**config.mk**
```make
export PLATFORM = sky130hd
export DESIGN_NAME = multicycle_ctrl
export DESIGN_NICKNAME = d
export VERILOG_FILES = /design/src/rtl/multicycle_ctrl.sv
export SDC_FILE = /design/constraint.sdc
export NUM_CORES = 1
export LEC_CHECK = 0
export ABC_AREA = 0
export CAP_MARGIN = 20
export CORE_MARGIN = 4
export CORE_UTILIZATION = 45
export DETAILED_ROUTE_END_ITERATION = 16
export PLACE_DENSITY = 0.78
export SETUP_SLACK_MARGIN = 0.4
export SLEW_MARGIN = 10
export SYNTH_ARGS = -nofsm -noshare
export SYNTH_HDL_FRONTEND = slang
export SYNTH_SLANG_ARGS = --single-unit
```
**constraint.sdc**
```tcl
create_clock -name clk -period 2.2 [get_ports clk]
set_input_delay 0.44 -clock clk [delete_from_list [all_inputs] [get_ports clk]]
set_output_delay 0.44 -clock clk [all_outputs]
set_load 0.01 [all_outputs]
```
**src/rtl/multicycle_ctrl.sv**
```systemverilog
// Main control FSM for the multicycle MIPS datapath: sequences each instruction,
// drives all datapath selects/strobes, stalls on mem_ready and traps on faults.
module multicycle_ctrl #(
    parameter int unsigned MEM_TIMEOUT = 15,
    parameter int unsigned CNT_W       = 4
) (
    input  logic       clk,
    input  logic       rst_n,
    input  logic [5:0] opcode,
    input  logic       mem_ready,
    input  logic       zero,
    output logic       pc_write,
    output logic       pc_write_cond,
    output logic       iord,
    output logic       mem_read,
    output logic       mem_write,
    output logic       ir_write,
    output logic       mem_to_reg,
    output logic       reg_dst,
    output logic       reg_write,
    output logic       alu_src_a,
    output logic [1:0] alu_src_b,
    output logic [1:0] alu_op,
    output logic [1:0] pc_source,
    output logic       exc,
    output logic [1:0] exc_cause
);

    typedef enum logic [3:0] {
        S_RST      = 4'd0,
        S_FETCH    = 4'd1,
        S_DECODE   = 4'd2,
        S_MEM_ADDR = 4'd3,
        S_MEM_RD   = 4'd4,
        S_MEM_WB   = 4'd5,
        S_MEM_WR   = 4'd6,
        S_R_EXEC   = 4'd7,
        S_R_WB     = 4'd8,
        S_I_EXEC   = 4'd9,
        S_I_WB     = 4'd10,
        S_BRANCH   = 4'd11,
        S_JUMP     = 4'd12,
        S_TRAP     = 4'd13
    } state_t;

    localparam logic [5:0] OP_R    = 6'b000000;
    localparam logic [5:0] OP_LW   = 6'b100011;
    localparam logic [5:0] OP_SW   = 6'b101011;
    localparam logic [5:0] OP_BEQ  = 6'b000100;
    localparam logic [5:0] OP_J    = 6'b000010;
    localparam logic [5:0] OP_ADDI = 6'b001000;

    localparam logic [CNT_W-1:0] CNT_LAST = CNT_W'(MEM_TIMEOUT - 1);

    state_t           state_q, state_d;
    logic [CNT_W-1:0] cnt_q, cnt_d;
    logic [1:0]       cause_q, cause_d;
    logic             cnt_last;

    always_ff @(posedge clk or negedge rst_n) begin
        if (!rst_n) begin
            state_q <= S_RST;
            cnt_q   <= '0;
            cause_q <= '0;
        end else begin
            state_q <= state_d;
            cnt_q   <= cnt_d;
            cause_q <= cause_d;
        end
    end

    // Last permitted wait cycle: the counter holds the number of waits already spent.
    assign cnt_last = (cnt_q == CNT_LAST);

    always_comb begin
        state_d       = state_q;
        cause_d       = cause_q;
        pc_write      = 1'b0;
        pc_write_cond = 1'b0;
        iord          = 1'b0;
        mem_read      = 1'b0;
        mem_write     = 1'b0;
        ir_write      = 1'b0;
        mem_to_reg    = 1'b0;
        reg_dst       = 1'b0;
        reg_write     = 1'b0;
        alu_src_a     = 1'b0;
        alu_src_b     = 2'd0;
        alu_op        = 2'd0;
        pc_source     = 2'd0;
        exc           = 1'b0;
        exc_cause     = cause_q;

        case (state_q)
            S_RST: state_d = S_FETCH;
            S_FETCH: begin
                mem_read  = 1'b1;
                alu_src_b = 2'd1;
                ir_write  = mem_ready;
                pc_write  = mem_ready;
                if (mem_ready) begin
                    state_d = S_DECODE;
                end else if (cnt_last) begin
                    state_d = S_TRAP;
                    cause_d = 2'd2;
                end
            end
            S_DECODE: begin
                alu_src_b = 2'd3;
                case (opcode)
                    OP_LW, OP_SW: state_d = S_MEM_ADDR;
                    OP_R:         state_d = S_R_EXEC;
                    OP_BEQ:       state_d = S_BRANCH;
                    OP_J:         state_d = S_JUMP;
                    OP_ADDI:      state_d = S_I_EXEC;
                    default: begin
                        state_d = S_TRAP;
                        cause_d = 2'd1;
                    end
                endcase
            end
            S_MEM_ADDR: begin
                alu_src_a = 1'b1;
                alu_src_b = 2'd2;
                state_d   = (opcode == OP_LW) ? S_MEM_RD : S_MEM_WR;
            end
            S_MEM_RD: begin
                mem_read = 1'b1;
                iord     = 1'b1;
                if (mem_ready) begin
                    state_d = S_MEM_WB;
                end else if (cnt_last) begin
                    state_d = S_TRAP;
                    cause_d = 2'd2;
                end
            end
            S_MEM_WB: begin
                reg_write  = 1'b1;
                mem_to_reg = 1'b1;
                state_d    = S_FETCH;
            end
            S_MEM_WR: begin
                mem_write = 1'b1;
                iord      = 1'b1;
                if (mem_ready) begin
                    state_d = S_FETCH;
                end else if (cnt_last) begin
                    state_d = S_TRAP;
                    cause_d = 2'd2;
                end
            end
            S_R_EXEC: begin
                alu_src_a = 1'b1;
                alu_op    = 2'd2;
                state_d   = S_R_WB;
            end
            S_R_WB: begin
                reg_write = 1'b1;
                reg_dst   = 1'b1;
                state_d   = S_FETCH;
            end
            S_I_EXEC: begin
                alu_src_a = 1'b1;
                alu_src_b = 2'd2;
                state_d   = S_I_WB;
            end
            S_I_WB: begin
                reg_write = 1'b1;
                state_d   = S_FETCH;
            end
            S_BRANCH: begin
                alu_src_a     = 1'b1;
                alu_op        = 2'd1;
                pc_write_cond = 1'b1;
                pc_source     = 2'd1;
                state_d       = S_FETCH;
            end
            S_JUMP: begin
                pc_write  = 1'b1;
                pc_source = 2'd2;
                state_d   = S_FETCH;
            end
            S_TRAP: begin
                exc       = 1'b1;
                pc_write  = 1'b1;
                pc_source = 2'd3;
                state_d   = S_FETCH;
            end
            default: state_d = S_RST;
        endcase
    end

    // Only memory states ever hold, so a self-loop means a wait cycle; any transition clears.
    always_comb begin
        cnt_d = '0;
        if (state_d == state_q && !mem_ready) begin
            cnt_d = cnt_q + CNT_W'(1);
        end
    end

endmodule

```
==> summary.txt <==
Finish
  – Layout Cells excl Fill: between 200 and 250
  – Final net count: ~190
  – Area Overhead vs Synth: 81.78%
  – Share of cells above drive strength 1: 56.98%
  – Diodes inserted: 0

Drt
  – Post-route DRC: 0
  – Antenna Nets Post-Route: 0
  – Vias per Instance: 6.539
  – Routed via count: around 1300
  – Final WL: 4750 um
  – DRT iter0 DRCs: around 110
  – DR WL/cell: between 20 and 25 um
  – First drt pass iteration count: 4

Timing
  – Setup_tns: 0 ns
  – Endpoints failing setup: 0
  – Fin crit period: a little under 2 ns
  – Final hold vios: 0
  – FMAX: 506.6 MHz
  – Relative slew slack: 69.54%
  – Slew Limit Fails: 0
  – Clk_skew: 0.003050 ns
  – Final period util: between 80% and 90%
  – RSZ-0062 raised after global routing: yes
  – Worst Tran Pin Value: ~0.46 ns

Floorplan
  – Cell Rows: 15
  – Die area: ~2800 sq um
  – Io pins: 29
  – Core ar.: between 1500 and 2000 sq um
  – Die X: 52.71 um
  – Initial Utilization: 49.93%
  – Die Ht: 52.71 um

Worst setup path
  – Crit. End Element: flop
  – Crit Path Class: flop to flop
  – Worst path arrival time: between 2 and 2.5 ns
  – Critical path fanouts, max: 5
  – Crit. Startpoint: state_q[3]
  – Type of origin of the critical path: flop
  – Crit path required time: around 2.4 ns
  – Worst r2r src: state_q[3]

GRT
  – First-pass GRT wire length: 5961 um
  – Aggregate global routing overflow: 0
  – Antenna violations before repair: 0
  – Pin count of the biggest net entering global routing: 14
  – Grt met1 use: between 30% and 40%
  – GR Util met3: 3.134%
  – Vias in the first global route: 1180
  – Met2 Use GR: 51.03%
  – Overall routing resource usage: 29.30%
  – Top Usage Layer GRT: met2

Synth
  – Synthesized area: 899.6 sq um
  – Post-synthesis compound-gate area fraction: 23.37%
  – FF+latch count, synth: 10
  – Avg Inst Size Synth: between 7 and 8 sq um
  – Part of the Yosys area used for sequential elements: between 20% and 30%
  – Post-Synth XOR/XNOR Area: 2.921%
  – Simple-Gate Fraction of Synth Area: 33.10%
  – Syn nets: 125
  – Synth Area in Adders: under 10%
  – Mux contribution to synthesized area: 3.616%
  – Netlist cell types: 42
  – Main combinational cell family by area after synthesis: simple AND/OR/NAND/NOR gates
  – Syn Inst Count: 113
  – Yosys warning total: 0

Clock tree
  – Cts bufs inserted: 3
  – CTS tree: built
  – Sink Count: 10
  – Clock Path Buffers: 2
  – H-tree Lvls: 1
  – Worst-path clk slew: 0.07 ns
  – Root Buffer: clkbuf_4
  – CTS Hold Bufs: 0
  – Clock insertion delay at the later pin of the skew report: 0.26 ns

Power and ir drop
  – Power Total: 2.286 mW
  – Pwr Density: 1398 nW/um^2
  – Leak: 0.7646 nW
  – Max rail drop VDD: 1.107 mV

Run
  – Max Cap Viol: 0

Placement
  – GP Congestion: ~0.8
  – Placed instance count: 172
  – Port bufs: 27
  – HPWL after detailed placement: 2119 um

Min path
  – Hold crit path type: input port to asynchronous set/reset pin

Run status
  – Outcome: completed
## where the power goes
part | switching, mW | internal [mW]
registers | 0.0644 | 0.252
clock network | 0.0624 | 0.100
logic | 0.965 | 0.840
## per-layer routing
layer	routed length [um]	vias up
li1	-	550
met1	1770	623
met2	2261	123
met3	409	38
met4	308	0
met5	0	-
## cell type report
cell class	instances	area [sq um]
clock buffer	4	36.28
fill	76	166.4
inverter	4	15.01
multi-input combinational	90	774.5
sequential	10	252.7
tap	25	31.28
timing repair buffer	71	525.5
## cells in the final DEF (no fill, tap or decap), types with 2 or more instances in the layout
| cell | synthesis | routed |
|---|---|---|
| clkdlybuf4s50_1 | 0 | 3 |
| nor2_1 | 15 | 12 |
| a21oi_1 | 5 | 5 |
| nand2_1 | 6 | 5 |
| buf_6 | 0 | 5 |
| inv_2 | 0 | 2 |
| nor2b_1 | 2 | 2 |
| clkbuf_2 | 0 | 8 |
| dlygate4sd2_1 | 0 | 4 |
| o211ai_1 | 2 | 2 |
| nor4_2 | 1 | 3 |
| nor3_2 | 1 | 2 |
| nand2b_4 | 0 | 5 |
| clkbuf_4 | 0 | 3 |
| nor2_4 | 0 | 2 |
| a211oi_1 | 3 | 2 |
| o22ai_1 | 2 | 2 |
| a31oi_1 | 2 | 2 |
| nor3_4 | 0 | 2 |
| xnor2_1 | 2 | 2 |
| inv_1 | 4 | 2 |
| buf_2 | 4 | 10 |
| o21a_1 | 2 | 2 |
| nand3_1 | 3 | 3 |
| buf_4 | 1 | 39 |
| nor4_4 | 0 | 3 |
| dfrtp_1 | 10 | 8 |
| dfrtp_2 | 0 | 2 |
| o21ai_0 | 6 | 5 |
## stage by stage
| step | setup WS (ns) | hold slack, ns | cell area (sq um) | utilization (%) |
|---|---|---|---|---|
| floorplan | 0.4105 | 0.1444 | 913.4 | - |
| global placement | -0.1330 | 0.4825 | 1292 | 71.74 |
| detailed placement | -0.2469 | 0.4919 | 1292 | 71.74 |
| CTS | 0.2096 | 0.5001 | 1539 | 85.42 |
| global route | 0.1892 | 0.5033 | 1635 | 90.76 |
| finish | 0.2261 | 0.4902 | 1635 | 90.76 |
## final timing paths
kind	endpoint	slack [ns]	cells past startpoint
min reg2reg	exc_cause[1]	0.51	1
min	cnt_q[1]	0.49	1
max	cnt_q[0]	0.23	8
min in group clk	exc_cause[1]	0.51	1
max in group asynchronous	state_q[3]	1.37	1
max reg2reg	cnt_q[0]	0.23	8
## cells in the mapped netlist, drive strengths merged
master	n	area, sq um
nor2b	2	12.51
buf	7	35.04
or4	1	11.26
and2b	1	7.510
nor2	15	56.30
o21bai	1	7.510
a21oi	5	25.02
mux2i	2	32.53
and3	1	6.260
nand4	1	6.260
clkbuf	2	7.510
inv	4	15.01
nor4	7	50.05
o211ai	3	27.52
xor2	1	8.760
a21o	1	7.510
o22a	1	8.760
ha	2	25.02
a31oi	2	12.51
a211oi	3	22.52
nand2	6	22.52
o22ai	2	12.51
and2	1	6.260
dfrtp	10	250.2
nor3	5	30.03
or2	3	18.77
o41ai	1	8.760
or3	1	11.26
o311a	1	10.01
nand3	3	15.01
o21a	2	15.01
nand2b	7	43.79
o21ai	6	30.03
o32a	1	22.52
xnor2	2	17.52
## cells by family (layout without fill, tap and decap cells)
logic type | Yosys count | in the layout
buffers and inverters | 13 | 79
adders and majority gates | 2 | 2
xor gates and xnor gates | 3 | 3
DFF | 10 | 10
muxes | 2 | 2
and+or+nand+nor | 54 | 54
AOI/OAI and AO/OA | 29 | 29
## worst max-delay path: stages (launching register included)
cell	delay, ns
dfrtp_2	0.44
buf_6	0.15
buf_6	0.11
nor2_1	0.07
o311a_1	0.31
o211ai_2	0.22
mux2i_1	0.13
buf_4	0.19
nor4_4	0.27
## registers in the layout (all words and copies together), names as in the netlist
name	count
cnt_q	4
state_q	4
exc_cause	2
## what timing repair did
action	in CTS	in global routing
setup buffers	15	13
gates resized for setup	87	30
pin swaps	11	9
setup endpoints to repair	21	18
Power figures use the tool's default switching activity.
